### config.mk
export PLATFORM = sky130hd
export DESIGN_NAME = uart_txrx_flat
export DESIGN_NICKNAME = d
export VERILOG_FILES = /design/src/rtl/uart_pkg.sv /design/src/rtl/uart_txrx_if.sv /design/src/rtl/uart_bit_timer.sv /design/src/rtl/uart_txrx.sv /design/src/flat_wrapper.sv
export SDC_FILE = /design/constraint.sdc
export NUM_CORES = 1
export LEC_CHECK = 0
export CAP_MARGIN = 15
export CORE_UTILIZATION = 56
export DETAILED_ROUTE_END_ITERATION = 10
export PLACE_DENSITY = 0.83
export SETUP_SLACK_MARGIN = 0.05
export SYNTH_ARGS = -nofsm -noshare
export SYNTH_HDL_FRONTEND = slang
export SYNTH_SLANG_ARGS = --single-unit
### constraint.sdc
create_clock -name i_Clock -period 2.2 [get_ports i_Clock]
set_input_delay 0.44 -clock i_Clock [delete_from_list [all_inputs] [get_ports i_Clock]]
set_output_delay 0.44 -clock i_Clock [all_outputs]
set_load 0.03 [all_outputs]
### src/rtl/uart_pkg.sv
// Shared types and constants for the uart_txrx transceiver.
package uart_pkg;

  localparam int unsigned DATA_BITS            = 8;
  localparam int unsigned CLKS_PER_BIT_DEFAULT = 217;

  typedef enum logic [2:0] {
    IDLE,
    START,
    DATA,
    STOP,
    CLEANUP
  } uart_state_t;

endpackage

### src/rtl/uart_txrx_if.sv
// Byte-side handshake and serial pins of uart_txrx; i_Loopback exists only with UART_LOOPBACK_EN.
interface uart_txrx_if;
  import uart_pkg::*;

  logic                 i_TX_DV;
  logic [DATA_BITS-1:0] i_TX_Byte;
  logic                 o_TX_Active;
  logic                 o_TX_Serial;
  logic                 o_TX_Done;
  logic                 i_RX_Serial;
  logic                 o_RX_DV;
  logic [DATA_BITS-1:0] o_RX_Byte;
`ifdef UART_LOOPBACK_EN
  logic                 i_Loopback;

  modport master (
    output i_TX_DV, i_TX_Byte, i_RX_Serial, i_Loopback,
    input  o_TX_Active, o_TX_Serial, o_TX_Done, o_RX_DV, o_RX_Byte
  );

  modport slave (
    input  i_TX_DV, i_TX_Byte, i_RX_Serial, i_Loopback,
    output o_TX_Active, o_TX_Serial, o_TX_Done, o_RX_DV, o_RX_Byte
  );
`else
  modport master (
    output i_TX_DV, i_TX_Byte, i_RX_Serial,
    input  o_TX_Active, o_TX_Serial, o_TX_Done, o_RX_DV, o_RX_Byte
  );

  modport slave (
    input  i_TX_DV, i_TX_Byte, i_RX_Serial,
    output o_TX_Active, o_TX_Serial, o_TX_Done, o_RX_DV, o_RX_Byte
  );
`endif

endinterface

### src/rtl/uart_bit_timer.sv
// Bit-period counter: o_Tick marks the last clock of a full bit (or of the half-bit
// start-bit wait when i_Half=1); wraps to zero on the tick.
module uart_bit_timer #(
  parameter int unsigned CLKS_PER_BIT = uart_pkg::CLKS_PER_BIT_DEFAULT
) (
  input  logic i_Clock,
  input  logic i_Rst_n,
  input  logic i_Clear,
  input  logic i_En,
  input  logic i_Half,
  output logic o_Tick
);

  localparam int unsigned CW = $clog2(CLKS_PER_BIT);
  localparam logic [CW-1:0] FULL_TERM = CW'(CLKS_PER_BIT - 1);
  localparam logic [CW-1:0] HALF_TERM = CW'((CLKS_PER_BIT - 1) / 2);

  logic [CW-1:0] r_Count;
  logic [CW-1:0] w_Term;

  assign w_Term = i_Half ? HALF_TERM : FULL_TERM;
  assign o_Tick = i_En && (r_Count == w_Term);

  always_ff @(posedge i_Clock) begin
    if (!i_Rst_n || i_Clear) begin
      r_Count <= '0;
    end else if (o_Tick) begin
      r_Count <= '0;
    end else if (i_En) begin
      r_Count <= r_Count + 1'b1;
    end
  end

endmodule

### src/rtl/uart_txrx.sv
// Full-duplex 8N1 UART (independent TX and RX FSMs sharing one baud divisor).
// Optional `UART_LOOPBACK_EN adds i_Loopback, routing the TX line into the RX synchronizer.
module uart_txrx
  import uart_pkg::*;
#(
  parameter int unsigned CLKS_PER_BIT = CLKS_PER_BIT_DEFAULT
) (
  input  logic        i_Clock,
  input  logic        i_Rst_n,
  uart_txrx_if.slave  io_Bus
);

  localparam int unsigned BIT_W = $clog2(DATA_BITS);
  localparam logic [BIT_W-1:0] LAST_BIT = BIT_W'(DATA_BITS - 1);

  // ---------------- Transmitter ----------------
  uart_state_t          r_TX_State, w_TX_Next;
  logic [DATA_BITS-1:0] r_TX_Data;
  logic [BIT_W-1:0]     r_TX_Bit;
  logic                 w_TX_Tick;
  logic                 w_TX_Serial, w_TX_Active, w_TX_Done;

  uart_bit_timer #(.CLKS_PER_BIT(CLKS_PER_BIT)) u_tx_timer (
    .i_Clock (i_Clock),
    .i_Rst_n (i_Rst_n),
    .i_Clear (r_TX_State == IDLE || r_TX_State == CLEANUP),
    .i_En    (w_TX_Active),
    .i_Half  (1'b0),
    .o_Tick  (w_TX_Tick)
  );

  always_ff @(posedge i_Clock) begin
    if (!i_Rst_n) r_TX_State <= IDLE;
    else          r_TX_State <= w_TX_Next;
  end

  always_comb begin
    w_TX_Next = r_TX_State;
    case (r_TX_State)
      IDLE:    if (io_Bus.i_TX_DV) w_TX_Next = START;
      START:   if (w_TX_Tick) w_TX_Next = DATA;
      DATA:    if (w_TX_Tick && r_TX_Bit == LAST_BIT) w_TX_Next = STOP;
      STOP:    if (w_TX_Tick) w_TX_Next = CLEANUP;
      CLEANUP: w_TX_Next = IDLE;
      default: w_TX_Next = IDLE;
    endcase
  end

  always_comb begin
    w_TX_Serial = 1'b1;
    w_TX_Active = 1'b0;
    w_TX_Done   = 1'b0;
    case (r_TX_State)
      START: begin
        w_TX_Serial = 1'b0;
        w_TX_Active = 1'b1;
      end
      DATA: begin
        w_TX_Serial = r_TX_Data[r_TX_Bit];
        w_TX_Active = 1'b1;
      end
      STOP:    w_TX_Active = 1'b1;
      CLEANUP: w_TX_Done   = 1'b1;
      default: ;
    endcase
  end

  // Byte is captured only on acceptance, so requests mid-frame cannot disturb it.
  always_ff @(posedge i_Clock) begin
    if (!i_Rst_n) begin
      r_TX_Data <= '0;
      r_TX_Bit  <= '0;
    end else begin
      if (r_TX_State == IDLE && io_Bus.i_TX_DV) r_TX_Data <= io_Bus.i_TX_Byte;
      if (r_TX_State != DATA) r_TX_Bit <= '0;
      else if (w_TX_Tick)     r_TX_Bit <= r_TX_Bit + 1'b1;
    end
  end

  assign io_Bus.o_TX_Serial = w_TX_Serial;
  assign io_Bus.o_TX_Active = w_TX_Active;
  assign io_Bus.o_TX_Done   = w_TX_Done;

  // ---------------- Receiver ----------------
  uart_state_t          r_RX_State, w_RX_Next;
  logic                 r_RX_Sync1, r_RX_Sync2;
  logic [DATA_BITS-1:0] r_RX_Shift;
  logic [DATA_BITS-1:0] r_RX_Byte;
  logic [BIT_W-1:0]     r_RX_Bit;
  logic                 w_RX_Tick;
  logic                 w_RX_Pin;
  logic                 w_RX_DV;

`ifdef UART_LOOPBACK_EN
  assign w_RX_Pin = io_Bus.i_Loopback ? (w_TX_Active ? w_TX_Serial : 1'b1)
                                      : io_Bus.i_RX_Serial;
`else
  assign w_RX_Pin = io_Bus.i_RX_Serial;
`endif

  always_ff @(posedge i_Clock) begin
    if (!i_Rst_n) begin
      r_RX_Sync1 <= 1'b1;
      r_RX_Sync2 <= 1'b1;
    end else begin
      r_RX_Sync1 <= w_RX_Pin;
      r_RX_Sync2 <= r_RX_Sync1;
    end
  end

  uart_bit_timer #(.CLKS_PER_BIT(CLKS_PER_BIT)) u_rx_timer (
    .i_Clock (i_Clock),
    .i_Rst_n (i_Rst_n),
    .i_Clear (r_RX_State == IDLE || r_RX_State == CLEANUP),
    .i_En    (r_RX_State == START || r_RX_State == DATA || r_RX_State == STOP),
    .i_Half  (r_RX_State == START),
    .o_Tick  (w_RX_Tick)
  );

  always_ff @(posedge i_Clock) begin
    if (!i_Rst_n) r_RX_State <= IDLE;
    else          r_RX_State <= w_RX_Next;
  end

  always_comb begin
    w_RX_Next = r_RX_State;
    case (r_RX_State)
      IDLE:    if (!r_RX_Sync2) w_RX_Next = START;
      START:   if (w_RX_Tick) w_RX_Next = r_RX_Sync2 ? IDLE : DATA;
      DATA:    if (w_RX_Tick && r_RX_Bit == LAST_BIT) w_RX_Next = STOP;
      STOP:    if (w_RX_Tick) w_RX_Next = r_RX_Sync2 ? CLEANUP : IDLE;
      CLEANUP: w_RX_Next = IDLE;
      default: w_RX_Next = IDLE;
    endcase
  end

  always_comb begin
    w_RX_DV = 1'b0;
    if (r_RX_State == CLEANUP) w_RX_DV = 1'b1;
  end

  // Output byte moves only on a good stop bit, so framing errors leave it intact.
  always_ff @(posedge i_Clock) begin
    if (!i_Rst_n) begin
      r_RX_Shift <= '0;
      r_RX_Byte  <= '0;
      r_RX_Bit   <= '0;
    end else begin
      if (r_RX_State == DATA && w_RX_Tick) r_RX_Shift[r_RX_Bit] <= r_RX_Sync2;
      if (r_RX_State != DATA) r_RX_Bit <= '0;
      else if (w_RX_Tick)     r_RX_Bit <= r_RX_Bit + 1'b1;
      if (r_RX_State == STOP && w_RX_Tick && r_RX_Sync2) r_RX_Byte <= r_RX_Shift;
    end
  end

  assign io_Bus.o_RX_DV   = w_RX_DV;
  assign io_Bus.o_RX_Byte = r_RX_Byte;

endmodule

### src/flat_wrapper.sv
// flat-port wrapper written by rule: the top's interface ports become plain ports
module uart_txrx_flat import uart_pkg::*;
#(
  parameter int unsigned CLKS_PER_BIT = CLKS_PER_BIT_DEFAULT
)
  (i_Clock, i_Rst_n, io_Bus_i_TX_DV, io_Bus_i_TX_Byte, io_Bus_i_RX_Serial, io_Bus_o_TX_Active, io_Bus_o_TX_Serial, io_Bus_o_TX_Done, io_Bus_o_RX_DV, io_Bus_o_RX_Byte);
  uart_txrx_if io_Bus_i ();
  input  logic i_Clock;
  input  logic i_Rst_n;
  input wire logic [$bits(io_Bus_i.i_TX_DV)-1:0] io_Bus_i_TX_DV;
  input wire logic [$bits(io_Bus_i.i_TX_Byte)-1:0] io_Bus_i_TX_Byte;
  input wire logic [$bits(io_Bus_i.i_RX_Serial)-1:0] io_Bus_i_RX_Serial;
  output wire logic [$bits(io_Bus_i.o_TX_Active)-1:0] io_Bus_o_TX_Active;
  output wire logic [$bits(io_Bus_i.o_TX_Serial)-1:0] io_Bus_o_TX_Serial;
  output wire logic [$bits(io_Bus_i.o_TX_Done)-1:0] io_Bus_o_TX_Done;
  output wire logic [$bits(io_Bus_i.o_RX_DV)-1:0] io_Bus_o_RX_DV;
  output wire logic [$bits(io_Bus_i.o_RX_Byte)-1:0] io_Bus_o_RX_Byte;
  assign io_Bus_i.i_TX_DV = io_Bus_i_TX_DV;
  assign io_Bus_i.i_TX_Byte = io_Bus_i_TX_Byte;
  assign io_Bus_i.i_RX_Serial = io_Bus_i_RX_Serial;
  assign io_Bus_o_TX_Active = io_Bus_i.o_TX_Active;
  assign io_Bus_o_TX_Serial = io_Bus_i.o_TX_Serial;
  assign io_Bus_o_TX_Done = io_Bus_i.o_TX_Done;
  assign io_Bus_o_RX_DV = io_Bus_i.o_RX_DV;
  assign io_Bus_o_RX_Byte = io_Bus_i.o_RX_Byte;
  uart_txrx #(.CLKS_PER_BIT(CLKS_PER_BIT)) u_core (.i_Clock(i_Clock), .i_Rst_n(i_Rst_n), .io_Bus(io_Bus_i));
endmodule
-- Yosys cells after proc, flatten, opt, wreduce, memory -nomap -nowiden
Index checks and enable logic that the tools add are counted.
- bits in registers: 54
- bits of input ports: 12
- output and inout port bits: 12
- word-level logic and storage cells: 88
- add/sub/neg operators: 4
- $lt $le $gt $ge: 3
- equal/unequal tests: 22
- mux-type cells: 22
- bitwise operators: 1
- reduce and logical (&&, ||, !) cells: 25
- operators with widths (kind ; number):
    2-to-1 mux 3 bit ; 9
    one-hot mux 3 bit (4 select lines) ; 2
    adder 8 x 1 -> 8 bit (second input constant) ; 2
    equality test 3 x 2 -> 1 bit (second input constant) ; 4
    equality test 3 bit (second input constant) ; 4
    inequality test 2 x 1 -> 1 bit (second input constant) ; 5
    logical AND 1 bit ; 9
    bitwise mux 8 bit ; 1
    equality test 8 bit ; 1
    equality test 8 bit (second input constant) ; 1
    less-than comparator 3 x 4 -> 1 bit (second input constant) ; 2
    2-to-1 mux 8 bit ; 1
    AND reduction 4 bit ; 2
    OR reduction 2 bit ; 4
    adder 3 x 1 -> 3 bit (second input constant) ; 2
    equality test 3 x 1 -> 1 bit (second input constant) ; 2
    zero test 3 bit ; 2
    logical OR 1 bit ; 6
    inequality test 2 bit (second input constant) ; 3
    inequality test 3 x 2 -> 1 bit (second input constant) ; 2
    2-to-1 mux 1 bit ; 5
    binary-select mux 1 bit (select 3 bit) ; 1
    demux 1 bit (select 3 bit) ; 1
    greater-or-equal comparator 3 x 1 -> 1 bit (second input constant) ; 1
    5 further kinds ; 5

-- Depth between registers and ports, before layout
Gate-level depths: netlist of run 1.
- word-level depth: 7
- depth in mapped cells: 7
- gate-level depth less buffers: 6

-- Hierarchy
Synthesis of run 1 repeated with hierarchy kept, for this count alone.
- cell total of the unflattened synthesis: 268
- area, all modules: 2506.2 sq um
- modules (own cells, without submodules) (module ; instances ; cells an instance ; area an instance (sq um) ; sequential area each (sq um)):
    uart_txrx ; 1 ; 178 ; 1630.3 ; 760.7
    uart_bit_timer ; 2 ; 45 ; 437.9 ; 160.2

-- Worst setup path before layout of run 1
Ideal clock, no wire load.
- path kind: register to register
- start point: reg u_core.u_rx_timer.r_Count[0]
- end point: reg u_core.r_RX_Byte[0] (netlist: u_core.io_Bus.o_RX_Byte[0])
- setup time: 0.128 ns
- data arrival time: 1.574 ns
- required time: 2.072 ns
- path slack: 0.499 ns
- cell stages (with the launch flop): 7
- buffers on the path: 0
- period minus slack after synthesis: 1.701 ns
- cells stage by stage: dfxtp_1 > inv_1 > ha_1 > nand3_2 > nor4_4 > mux2i_1 > nor2_1
- longest elaborated chain between the ends: 4
- ends and longest elaborated chain (item ; line ; source):
    from (decl) ; uart_bit_timer.sv:18 ; logic [CW-1:0] r_Count;
    from (signal assigned) ; uart_bit_timer.sv:30 ; r_Count <= r_Count + 1'b1;
    equality test 8 bit ; uart_bit_timer.sv:22 ; assign o_Tick = i_En && (r_Count == w_Term);
    logical AND 1 bit ; uart_bit_timer.sv:22 ;
    logical AND 1 bit (2 in series) ; uart_txrx.sv:152 ; if (r_RX_State == STOP && w_RX_Tick && r_RX_Sync2) r_RX_Byte <= r_RX_Shift;
    to (signal assigned) ; uart_txrx.sv:152 ;
    to (decl) ; uart_txrx.sv:88 ; logic [DATA_BITS-1:0] r_RX_Byte;
No other way between the ends.
A chain may end at the register's enable or synchronous reset.

-- Worst setup path in the final report of run 1
- start point: reg u_core.r_TX_State[1]
- end point: out io_Bus_o_TX_Active
- longest elaborated chain between the ends: 3
- elaborated cells between the ends (all ways): 5
- those cells by class: 3 x eq/ne; 1 x mux; 1 x reduce/logical
- ends and longest elaborated chain (item ; line ; source):
    from (decl) ; uart_txrx.sv:17 ; uart_state_t r_TX_State, w_TX_Next;
    from (signal assigned) ; uart_txrx.sv:34 ; else r_TX_State <= w_TX_Next;
    equality test 3 x 1 -> 1 bit or equality test 3 x 2 -> 1 bit (tied branches) ; uart_txrx.sv:53 ; case (r_TX_State)
    OR reduction 3 bit (no source line) (*) ; n/a ;
    2-to-1 mux 1 bit (*) ; uart_txrx.sv:53 ;
    to (decl) ; flat_wrapper.sv:13 ; output wire logic [$bits(io_Bus_i.o_TX_Active)-1:0] io_Bus_o_TX_Active;
Every way passes the cells marked *; elsewhere a longest branch is shown, timed or not.

==> metrics.txt, run 1 <==
run status=finished, final reports clean; unrepaired setup endpoints after global routing=no; layout cells sized above 1=0.0968; Port-buffer cells=23; total I/O pin count=24; crit path max fanout=9; final hold vios=0; Initial Util=0.585; Clk Latency, worst-skew pair=just over 0.3 ns; die width=69.5 um; register bit total from synthesis=54; Synth warnings=0; fin. max-slew vios=0; DRC violations left=0; grt met2 use=0.372; post-CTS setup buffer count=0; WP buf/inv=2; fmax=approximately 490 MHz; Post-synth EDFFs=0; WP data arrival=about 1.6 ns; worst-margin pin slew=0.531 ns; Crit. End Element=primary output; post-synthesis cell type count=43; antenna violations before repair=0; MaxCap Viol Count=0; vias in the first global route=roughly 1900; sequential area share after synthesis=0.424; Max transition margin=0.643; antenna cells=0; GRT overflow=0; Reg clk slew, reported paths=0.09 ns; Via density=5.61; CTS tree=built; Crit Path Category=flip-flop to primary output; CTS Sinks=54; worst hold path class=flip-flop to flip-flop; CTS max path bufs=2; Iter 0 DRT Violations=69; Mapped Cells=279; first-pass GRT wire length=8510 um; FP Rows=24; Top Family by Delay on Critical Path=buffers and inverters; Core ar.=4350 um^2; routed via count=2030; Setup TNS=0 ns; post-route ant nets=0; Worst Setup Start Kind=flip-flop; post-placement cell area=~2900 um^2; synthesized area per cell=between 9 and 10 um^2; Largest stage delay, worst path=0.52 ns; final hold slack=about 0.41 ns; M1 GR Usage=0.268; Async SR Flop Fraction=0; Root Driver=clkbuf_8; Placer Congestion=0.822; post-route minimum period=2.02 ns; Clock Skew=0.00847 ns; Worst EP required=1.76 ns; Nets=about 330; largest net degree at the start of global routing=21; slowest CP cell=dfxtp_1; GRT Overall Usage=0.216; Final setup viols=0; post-route cell area=2980 um^2; fin crit share=0.919; Layout area overhead=16.9%; average wire per standard cell=around 14 um; mapped cell area=2550 um^2; final WL=4940 um; Die H=69.5 um; worst IR drop on VDD=411 uV; Cell Pwr Density=579 nW/um^2; Main synth FF type=dfxtp_1; CTS buffer count=5; die area=approximately 4800 um^2; busiest grt layer=met2; Final HPWL DP=roughly 3500 um; CTS H-tree lvls=2; synthesized net count=299; leakage=1.07 nW; First-pass DRT Iterations=4; met3 usage=0.0392; worst path cell trace=o21bai_2 -> inv_1 -> dlygate4sd2_1
[per-layer routing]
| metal | vias to the layer above | part of all wire |
|---|---|---|
| met5 | - | 0 |
| met3 | 4 | 0.031 |
| met1 | 961 | 0.47 |
| li1 | 1035 | - |
| met4 | 0 | 0.0097 |
| met2 | 30 | 0.49 |
[Yosys cell counts, types with 2 or more instances]
master,number,area (um^2)
nor2b_1,2,12.5
and2_1,3,18.8
nor3b_1,4,30.0
or3_1,4,25.0
nor4_1,3,18.8
nand2_1,25,93.8
buf_2,2,10.0
and3_1,9,56.3
nor3_1,9,45.0
xor2_1,8,70.1
nand3_1,9,45.0
mux2i_1,13,130
a21boi_0,8,60.1
nor2_1,33,124
o21a_1,5,37.5
ha_1,8,100
inv_1,10,37.5
o21ai_0,6,30.0
nand4_1,7,43.8
mux4_2,2,45.0
dfxtp_1,54,1080
a21oi_1,15,75.1
clkbuf_1,7,26.3
xnor2_1,8,70.1
nand2b_1,7,43.8
[final timing paths]
check	start	endpoint	slack, ns	cells past startpoint
worst max-delay path	u_core.r_TX_State[1]	io_Bus_o_TX_Active	0.18	3
worst min-delay path	u_core.r_RX_Sync1	u_core.r_RX_Sync2	0.41	1
worst max register to register	u_core.u_rx_timer.r_Count[0]	u_core.io_Bus.o_RX_Byte[6]	0.34	7
worst min register to register	u_core.r_RX_Sync1	u_core.r_RX_Sync2	0.41	1
[repair_timing]
action,4_1_cts,5_1_grt
setup endpoints to repair,2,3
hold buffers,0,0
resized for setup,4,4
cloned,0,0
[kinds of logic (layout without fill, tap and decap cells)]
kind of cell               after synthesis  count (layout)  share of synthesized area
and+or+nand+nor                        125             125                      0.276
DFF                                     54              54                      0.424
AOI/OAI and AO/OA                       41              41                      0.104
buffers and inverters                   19              50                     0.0290
xor gates and xnor gates                16              16                     0.0550
muxes                                   16              16                     0.0731
adders and majority gates                8               8                     0.0393
[metrics by stage]
stage	cells	util	worst slack, ns	power [W]
final	362	0.684	0.179	0.00173
after global routing	362	0.684	0.0735	0.00180
after CTS	362	0.684	0.0699	0.00175
after detailed placement	354	0.660	0.111	0.00115
after global placement	354	0.660	0.112	0.00115
after floorplan	279	-	0.499	0.00110
[where the power goes]
part | leakage [nW] | internal [W] | switching (W)
Sequential | 0.437 | 0.000992 | 0.0000139
Clock | 0.0544 | 0.000289 | 0.000311
Combinational | 0.583 | 0.0000553 | 0.0000638
Total | 1.07 | 0.00134 | 0.000389
[state kept, by name, indices dropped and copies added, names as in the netlist]
name and flops:
u_core.io_Bus.o_RX_Byte 8, u_core.r_RX_Shift 8, u_core.r_TX_Data 8, u_core.u_rx_timer.r_Count 8, u_core.u_tx_timer.r_Count 8, u_core.r_RX_Bit 3, u_core.r_RX_State 3, u_core.r_TX_Bit 3
u_core.r_TX_State 3, u_core.r_RX_Sync1 1, u_core.r_RX_Sync2 1
[worst reg2reg max path, delay by kind of cell (launching register included)]
kind                     cells  cell delay (ns)
AND/OR/NAND/NOR              3             0.67
multiplexers                 1             0.22
adder cells (fa/ha/maj)      1             0.18
buffers and inverters        2             0.33
flip-flops                   1             0.37
[final cells by class]
type                            instances  area [um^2]
Sequential cell                        54         1080
Tap cell                               52         65.1
Fill cell                             351         1380
Clock buffer                            7         96.3
Clock inverter                          1         8.76
Inverter                               10         37.5
Timing Repair Buffer                   32          297
Multi-Input combinational cell        206         1390
[cell usage in the layout (no fill, tap or decap), types with 7 or more instances in the layout]
master,instances
mux2i_1,13
ha_1,8
buf_4,9
a21boi_0,8
nor3_1,9
nand2b_1,7
and3_1,9
inv_1,10
clkbuf_8,7
a21oi_1,15
xor2_1,8
clkdlybuf4s50_1,19
dfxtp_1,54
nor2_1,33
xnor2_1,8
nand4_1,7
nand2_1,25
nand3_1,9
Note: power is estimated with default switching activity, not from simulation.
==> inputs of run 2 (changes only) <==
--- a/config.mk
+++ b/config.mk
@@ -5,10 +5,10 @@
 export SDC_FILE = /design/constraint.sdc
 export NUM_CORES = 1
 export LEC_CHECK = 0
-export CAP_MARGIN = 15
-export CORE_UTILIZATION = 56
+export ABC_AREA = 1
+export CORE_UTILIZATION = 57
 export DETAILED_ROUTE_END_ITERATION = 10
-export PLACE_DENSITY = 0.83
+export PLACE_DENSITY = 0.84
 export SETUP_SLACK_MARGIN = 0.05
 export SYNTH_ARGS = -nofsm -noshare
 export SYNTH_HDL_FRONTEND = slang
==> run 2 against run 1 <==
Effect of this change: count of clock-buffer cells in the layout decreased by 1; flip-flop and latch count stayed put; sequential share of layout area fell by 1.5 points; setup slack got worse by 0.072 ns; sequential power up 13%; final cell count up 24%; core utilization is 2.1 points higher; via count increased by 17%; fmax fell by 3.5%; final area up 4.5%; critical endpoint is now io_Bus_o_TX_Serial; highest routed layer unchanged.
==> metrics.txt, run 2 <==
run status=finished, final reports clean (unchanged); adder-cell area share of the yosys netlist=0.0376 (was 0.0393); post-synthesis simple-gate area fraction=0.313 (was 0.276); Clk Latency, worst-skew pair=0.31 ns (about the same); worst-margin pin slew=0.404 ns (was 0.531 ns); synthesized area per cell=7.24 um^2 (was 9.14 um^2); unrepaired setup endpoints after global routing=no (unchanged); worst setup margin=0.107 ns (was 0.179 ns); dpl ws=0.0824 ns (was 0.111 ns); Placer Congestion=0.937 (was 0.822); Layout area overhead=16.9% (about the same); CTS H-tree lvls=2 (unchanged); mapped cell area=2660 um^2 (was 2550 um^2); CTS tree=built (unchanged); final WL=5190 um (was 4940 um); post-layout util=0.705 (was 0.684); crit path max fanout=6 (was 9); CTS max path bufs=2 (unchanged); average wire per standard cell=11.5 um (was 13.6 um); Largest stage delay, worst path=0.38 ns (was 0.52 ns); Worst Setup Start Kind=flip-flop (unchanged); DRC violations left=0 (unchanged); post-route minimum period=2.09 ns (was 2.02 ns); Reg clk slew, reported paths=0.09 ns (about the same); Power, Total=0.00284 W (was 0.00173 W); fmax=478 MHz (was 495 MHz); Die H=70.3 um (was 69.5 um); sequential area share after synthesis=0.406 (was 0.424); WP buf/inv=2 (unchanged); Main synth FF type=dfxtp_1 (unchanged); post-CTS setup buffer count=0 (unchanged); Synth Area in Compound Gates=0.124 (was 0.104); CTS Hold Bufs=0 (unchanged); die width=70.3 um (was 69.5 um); First-pass DRT Iterations=4 (unchanged); Root Driver=clkbuf_8 (unchanged); synthesized net count=388 (was 299); Iter 0 DRT Violations=120 (was 69); Clock Skew=0.00551 ns (was 0.00847 ns); Post-Synth XOR/XNOR Area=0.0164 (was 0.0550); Final setup viols=0 (unchanged); fin crit share=0.952 (was 0.919); R2R depth=7 (unchanged); MaxCap Viol Count=0 (unchanged); first-pass GRT wire length=9000 um (was 8510 um); GRT Overall Usage=0.226 (was 0.216); Post-synth EDFFs=0 (unchanged); die area=4950 um^2 (was 4820 um^2); worst hold endpoint=u_core.r_RX_Sync2 (unchanged); CTS Sinks=54 (unchanged); most frequent cells in the layout=inv_1, nand2_1, nor2_1, dfxtp_1, a21oi_1 (was dfxtp_1, nor2_1, nand2_1); total I/O pin count=24 (unchanged); CTS buffer count=5 (unchanged); main combinational cell family by area after synthesis=simple AND/OR/NAND/NOR gates (unchanged); layout cells sized above 1=0.0930 (was 0.0968); final hold vios=0 (unchanged); count leader, synth=inv_1 (was dfxtp_1); Cell Pwr Density=911 nW/um^2 (was 579 nW/um^2); Reg2Reg Setup Slack=0.59 ns (was 0.34 ns); Crit. End Element=primary output (unchanged); reg2reg end=u_core.u_tx_timer.r_Count[5] (was u_core.io_Bus.o_RX_Byte[6]); worst hold path class=flip-flop to flip-flop (unchanged); placed cells=442 (was 354); largest net degree at the start of global routing=18 (was 21); Via density=5.26 (was 5.61); Port-buffer cells=23 (unchanged); fin. max-slew vios=0 (unchanged); antenna violations before repair=0 (unchanged); Mapped Cells=368 (was 279); Yosys top cell by area=dfxtp_1 (unchanged); post-route ant nets=0 (unchanged); leakage=1.28 nW (was 1.07 nW); Synth area leaders=dfxtp_1, inv_1, nand2_1 (was dfxtp_1, mux2i_1, nor2_1); slowest CP cell=dfxtp_2 (was dfxtp_1); Setup TNS=0 ns (unchanged); Max transition margin=0.730 (was 0.643); hold path start=u_core.r_RX_Sync1 (unchanged); top-area cell type share of the netlist area=0.406 (was 0.424); Nets=417 (was 329); Worst EP required=1.76 ns (about the same); FP Rows=24 (unchanged); worst path cell trace=inv_1 -> a21oi_1 -> o21ai_0 -> nand3_1 -> o2111ai_1 -> nand2_1 -> clkdlybuf4s15_2 (was o21bai_2 -> inv_1 -> dlygate4sd2_1); worst IR drop on VDD=1070 uV (was 411 uV); Synth warnings=0 (unchanged); Core ar.=4410 um^2 (was 4350 um^2); Final HPWL DP=3730 um (was 3470 um); Async SR Flop Fraction=0 (unchanged); Crit path depth=7 (was 3); register bit total from synthesis=54 (unchanged); Crit Path Category=flip-flop to primary output (unchanged); GRT overflow=0 (unchanged); Non-Filler Instances=450 (was 362); vias in the first global route=2146 (was 1941); WP data arrival=1.65 ns (was 1.58 ns); routed via count=2365 (was 2030); commonest non-fill, non-tap cell in the layout=inv_1 (was dfxtp_1); commonest cells in the netlist=inv_1, dfxtp_1, nand2_1 (was dfxtp_1, nor2_1, nand2_1); hold path cells=1 (unchanged); post-synthesis cell type count=33 (was 43); multiplexer share of the synthesized area=0 (was 0.0731); reg2reg start=u_core.r_TX_State[0] (was u_core.u_rx_timer.r_Count[0]); antenna cells=0 (unchanged); Top Family by Delay on Critical Path=buffers and inverters (unchanged); Initial Util=0.603 (was 0.585)
## run 2: worst reg2reg max path: stages (launching register included)
cell	delay, ns
dfxtp_1	0.36
nor2_2	0.21
nor2_4	0.05
buf_4	0.17
nand3_2	0.16
nand3_1	0.27
a21oi_1	0.21
o21a_1	0.13
## run 2: where the power goes
| group | leakage, nW | switching (W) | internal, W | total (W) |
|---|---|---|---|---|
| Clock | 0.0714 | 0.000322 | 0.000485 | 0.000807 |
| Combinational | 0.765 | 0.000604 | 0.000283 | 0.000887 |
| Sequential | 0.439 | 0.0000750 | 0.00107 | 0.00114 |
## run 2: kinds of logic (layout without fill, tap and decap cells)
family	after synthesis	in the layout
AO/OA/AOI/OAI	62	62
XOR/XNOR	5	5
adder cells (fa/ha/maj)	8	8
buffers and inverters	71	101
flip-flops	54	54
AND/OR/NAND/NOR	168	168
## run 2: metal layers
layer | track usage | wire length (um) | up-vias
met5 | 0 | 0 | -
met3 | 0.0491 | 218 | 9
li1 | - | - | 1239
met2 | 0.386 | 2540 | 57
met1 | 0.267 | 2320 | 1060
met4 | 0.107 | 112 | 0
## run 2: cell type report
class                   instances  area (um^2)
repair buffers                 28          265
clock inverters                 2         60.1
well taps                      52         65.1
flip-flops and latches         54         1080
multi-input cells             243         1310
inverters                      65          249
clock buffers                   6         82.6
fillers                       365         1300
## run 2: metrics by stage
step,hold WS (ns),cell area (um^2)
final,0.420,3110
after global routing,0.437,3110
after CTS,0.428,3110
after detailed placement,0.405,2970
after global placement,0.400,2970
after floorplan,0.393,2660
## run 2: worst max path at each step
stage | start | end
after floorplan | u_core.r_TX_State[1] | io_Bus_o_TX_Serial
after global placement | u_core.r_TX_Bit[0] | io_Bus_o_TX_Serial
after detailed placement | u_core.r_TX_Bit[0] | io_Bus_o_TX_Serial
after CTS | u_core.r_TX_Bit[0] | io_Bus_o_TX_Serial
after global routing | u_core.r_TX_Bit[0] | io_Bus_o_TX_Serial
final | u_core.r_TX_Bit[0] | io_Bus_o_TX_Serial
## run 2: what timing repair did
item	4_1_cts	5_1_grt
endpoints found under the setup margin	4	1
gates cloned	0	0
resized for setup	6	1
==> inputs of run 3 (changes only) <==
--- a/config.mk
+++ b/config.mk
@@ -6,10 +6,12 @@
 export NUM_CORES = 1
 export LEC_CHECK = 0
 export ABC_AREA = 1
-export CORE_UTILIZATION = 57
+export ABC_CLOCK_PERIOD_IN_PS = 2200
+export CORE_UTILIZATION = 45
 export DETAILED_ROUTE_END_ITERATION = 10
-export PLACE_DENSITY = 0.84
+export PLACE_DENSITY = 0.7
 export SETUP_SLACK_MARGIN = 0.05
 export SYNTH_ARGS = -nofsm -noshare
 export SYNTH_HDL_FRONTEND = slang
+export SYNTH_HIERARCHICAL = 1
 export SYNTH_SLANG_ARGS = --single-unit
==> run 3 against run 2 <==
Effect of this change: setup slack better by 0.059 ns; final area decreased by 3.4%; power is 21% lower; critical path depth decreased by 4; area after synthesis fell by 3.2%; synthesized cell count is 1.6% higher; critical path type unchanged; largest cell class unchanged.
==> metrics.txt, run 3 <==
run status=finished, final reports clean (unchanged); Die H=77.7 um (was 70.3 um); Yosys top cell by area=dfxtp_1 (unchanged); routed via count=2271 (was 2365); Post-synth EDFFs=0 (unchanged); post-synthesis cell type count=26 (was 33); average wire per standard cell=10.3 um (was 11.5 um); fin crit share=0.925 (was 0.952); most frequent cells in the layout=nand2_1, nor2_1, dfxtp_1 (was inv_1, nand2_1, nor2_1, dfxtp_1, a21oi_1); largest net degree at the start of global routing=20 (was 18); Crit Path Category=flip-flop to primary output (unchanged); Core ar.=5510 um^2 (was 4410 um^2); Post-CTS Resized=3 (was 6); MaxCap Viol Count=0 (unchanged); Reg2Reg Setup Slack=0.30 ns (was 0.59 ns); CP startpoint=u_core/r_RX_State[2] (was u_core.r_TX_Bit[0]); FP Rows=27 (was 24); Main synth FF type=dfxtp_1 (unchanged); Root Driver=clkbuf_8 (unchanged); GRT overflow=0 (unchanged); slowest CP cell=clkdlybuf4s50_1 (was dfxtp_2); reg2reg start=u_core/r_RX_State[1] (was u_core.r_TX_State[0]); R2R depth=11 (was 7); antenna cells=0 (unchanged); commonest non-fill, non-tap cell in the layout=nand2_1 (was inv_1); Nets=424 (was 417); post-route ant nets=0 (unchanged); CTS Sinks=54 (unchanged); Synth area leaders=dfxtp_1, nand2_1, nor2_1 (was dfxtp_1, inv_1, nand2_1); Initial Util=0.468 (was 0.603); worst hold path class=flip-flop to flip-flop (unchanged); Clock Skew=0.00810 ns (was 0.00551 ns); Via density=4.76 (was 5.26); worst IR drop on VDD=383 uV (was 1070 uV); sw frac=0.336 (was 0.353); Async SR Flop Fraction=0 (unchanged); CTS max path bufs=2 (unchanged); total I/O pin count=24 (unchanged); CTS Hold Bufs=0 (unchanged); fmax=492 MHz (was 478 MHz); Setup TNS=0 ns (unchanged); DRC violations left=0 (unchanged); reg2reg end=u_core/io_Bus.o_RX_Byte[2] (was u_core.u_tx_timer.r_Count[5]); final hold vios=0 (unchanged); worst path cell trace=inv_1 -> nor3_1 -> clkdlybuf4s50_1 (was inv_1 -> a21oi_1 -> o21ai_0 -> nand3_1 -> o2111ai_1 -> nand2_1 -> clkdlybuf4s15_2); CTS buffer count=5 (unchanged); first-pass GRT wire length=8830 um (was 9000 um); sequential share of power=0.498 (was 0.403); Worst Setup Start Kind=flip-flop (unchanged); Layout area overhead=16.7% (was 16.9%); synthesized area per cell=6.89 um^2 (was 7.24 um^2); count leader, synth=nand2_1 (was inv_1); vias in the first global route=2119 (was 2146); Worst EP required=1.76 ns (about the same); unrepaired setup endpoints after global routing=no (unchanged); Mapped Cells=374 (was 368); Port-buffer cells=23 (unchanged); Placer Congestion=0.826 (was 0.937); First-pass DRT Iterations=4 (unchanged); commonest cells in the netlist=nand2_1, nor2_1, dfxtp_1 (was inv_1, dfxtp_1, nand2_1); Crit. End Element=primary output (unchanged); Clock Power Share=0.258 (was 0.285); die width=77.7 um (was 70.3 um); cell-internal power=0.00148 W (was 0.00183 W); crit path max fanout=4 (was 6); mapped cell area=2580 um^2 (was 2660 um^2); top-area cell type share of the netlist area=0.420 (was 0.406); Final HPWL DP=3640 um (was 3730 um); Largest stage delay, worst path=0.69 ns (was 0.38 ns); layout cells sized above 1=0.0765 (was 0.0930); Reg clk slew, reported paths=0.09 ns (about the same); register bit total from synthesis=54 (unchanged); GRT Overall Usage=0.180 (was 0.226); Final setup viols=0 (unchanged); Synth warnings=6 (was 0); CTS tree=built (unchanged); WP data arrival=1.59 ns (was 1.65 ns); Cell Pwr Density=743 nW/um^2 (was 911 nW/um^2); final hold slack=0.425 ns (was 0.420 ns); final WL=4910 um (was 5190 um); antenna violations before repair=0 (unchanged); fin. max-slew vios=0 (unchanged); CTS H-tree lvls=2 (unchanged); Critical Path Sink=io_Bus_o_RX_DV (was io_Bus_o_TX_Serial); switching pwr=0.000750 W (was 0.00100 W); Iter 0 DRT Violations=97 (was 120); Logic pwr share=0.244 (was 0.313); Clk Latency, worst-skew pair=0.31 ns (about the same); die area=6030 um^2 (was 4950 um^2); post-CTS setup buffer count=0 (unchanged); leakage=1.21 nW (was 1.28 nW); post-route minimum period=2.03 ns (was 2.09 ns); sequential area share after synthesis=0.420 (was 0.406)
==> run 3: changes by cell type after synthesis, sizes merged, moves of 5 or more <==
cell / delta
nor3: -5
nand2: +29
o21ai: -9
nand4: -17
nor2: +24
xnor2: +5
a21oi: -6
inv: -16
==> run 3: per-stage QoR <==
step / worst slack, ns / total power, W / instances / util / cell area (um^2)
after global placement: 0.284 / 0.00169 / 469 / 0.529 / 2910
after global routing: 0.0531 / 0.00238 / 477 / 0.546 / 3010
after CTS: 0.143 / 0.00226 / 477 / 0.545 / 3000
final: 0.165 / 0.00223 / 477 / 0.546 / 3010
after detailed placement: 0.225 / 0.00169 / 469 / 0.529 / 2910
after floorplan: 0.152 / 0.00151 / 375 / - / 2580
==> run 3: cell type report <==
class                           instances  area [um^2]
Timing Repair Buffer                   28          265
Clock buffer                            5         68.8
Sequential cell                        54         1080
Multi-Input combinational cell        268         1300
Clock inverter                          3         25.0
Fill cell                             534         2500
Tap cell                               72         90.1
Inverter                               47          176
==> run 3: worst min-delay path by stage <==
stage	from	endpoint	slack, ns	depth (start not counted)
after floorplan	u_core/r_RX_Sync1	u_core/r_RX_Sync2	0.39	1
after global placement	u_core/r_RX_Sync1	u_core/r_RX_Sync2	0.40	1
after detailed placement	u_core/r_RX_Sync1	u_core/r_RX_Sync2	0.41	1
after CTS	u_core/r_RX_Sync1	u_core/r_RX_Sync2	0.43	1
after global routing	u_core/r_RX_Sync1	u_core/r_RX_Sync2	0.44	1
final	u_core/r_RX_Sync1	u_core/r_RX_Sync2	0.43	1
==> run 3: cells by family (layout without fill, tap and decap cells) <==
logic type / after synthesis / in the layout / share of synthesized area
AOI/OAI and AO/OA: 47 / 47 / 0.0952
xor gates and xnor gates: 9 / 9 / 0.0306
other: 1 / 2 / 0.00146
buffers and inverters: 53 / 83 / 0.0787
DFF: 54 / 54 / 0.420
and+or+nand+nor: 202 / 202 / 0.336
adders and majority gates: 8 / 8 / 0.0389
==> run 3: power groups by stage <==
stage	registers, W	clock network (W)	logic [W]
floorplan	0.00111	0	0.000394
global placement	0.00113	0	0.000556
finish	0.00111	0.000576	0.000546
detailed placement	0.00114	0	0.000559
CTS	0.00111	0.000603	0.000544
global route	0.00112	0.000640	0.000614
==> run 3: worst max-delay path: cells and delay by family (launching register included) <==
family	cells	cell delay (ns)
simple gates	1	0.13
buf+inv	2	0.78
flops	1	0.38
==> run 3: metal layers <==
metal | up-vias | track usage | part of all wire
li1 | 1223 | - | -
met1 | 1015 | 0.217 | 0.50
met2 | 27 | 0.316 | 0.46
met3 | 6 | 0.0388 | 0.031
met4 | 0 | 0.0604 | 0.012
met5 | - | 0 | 0
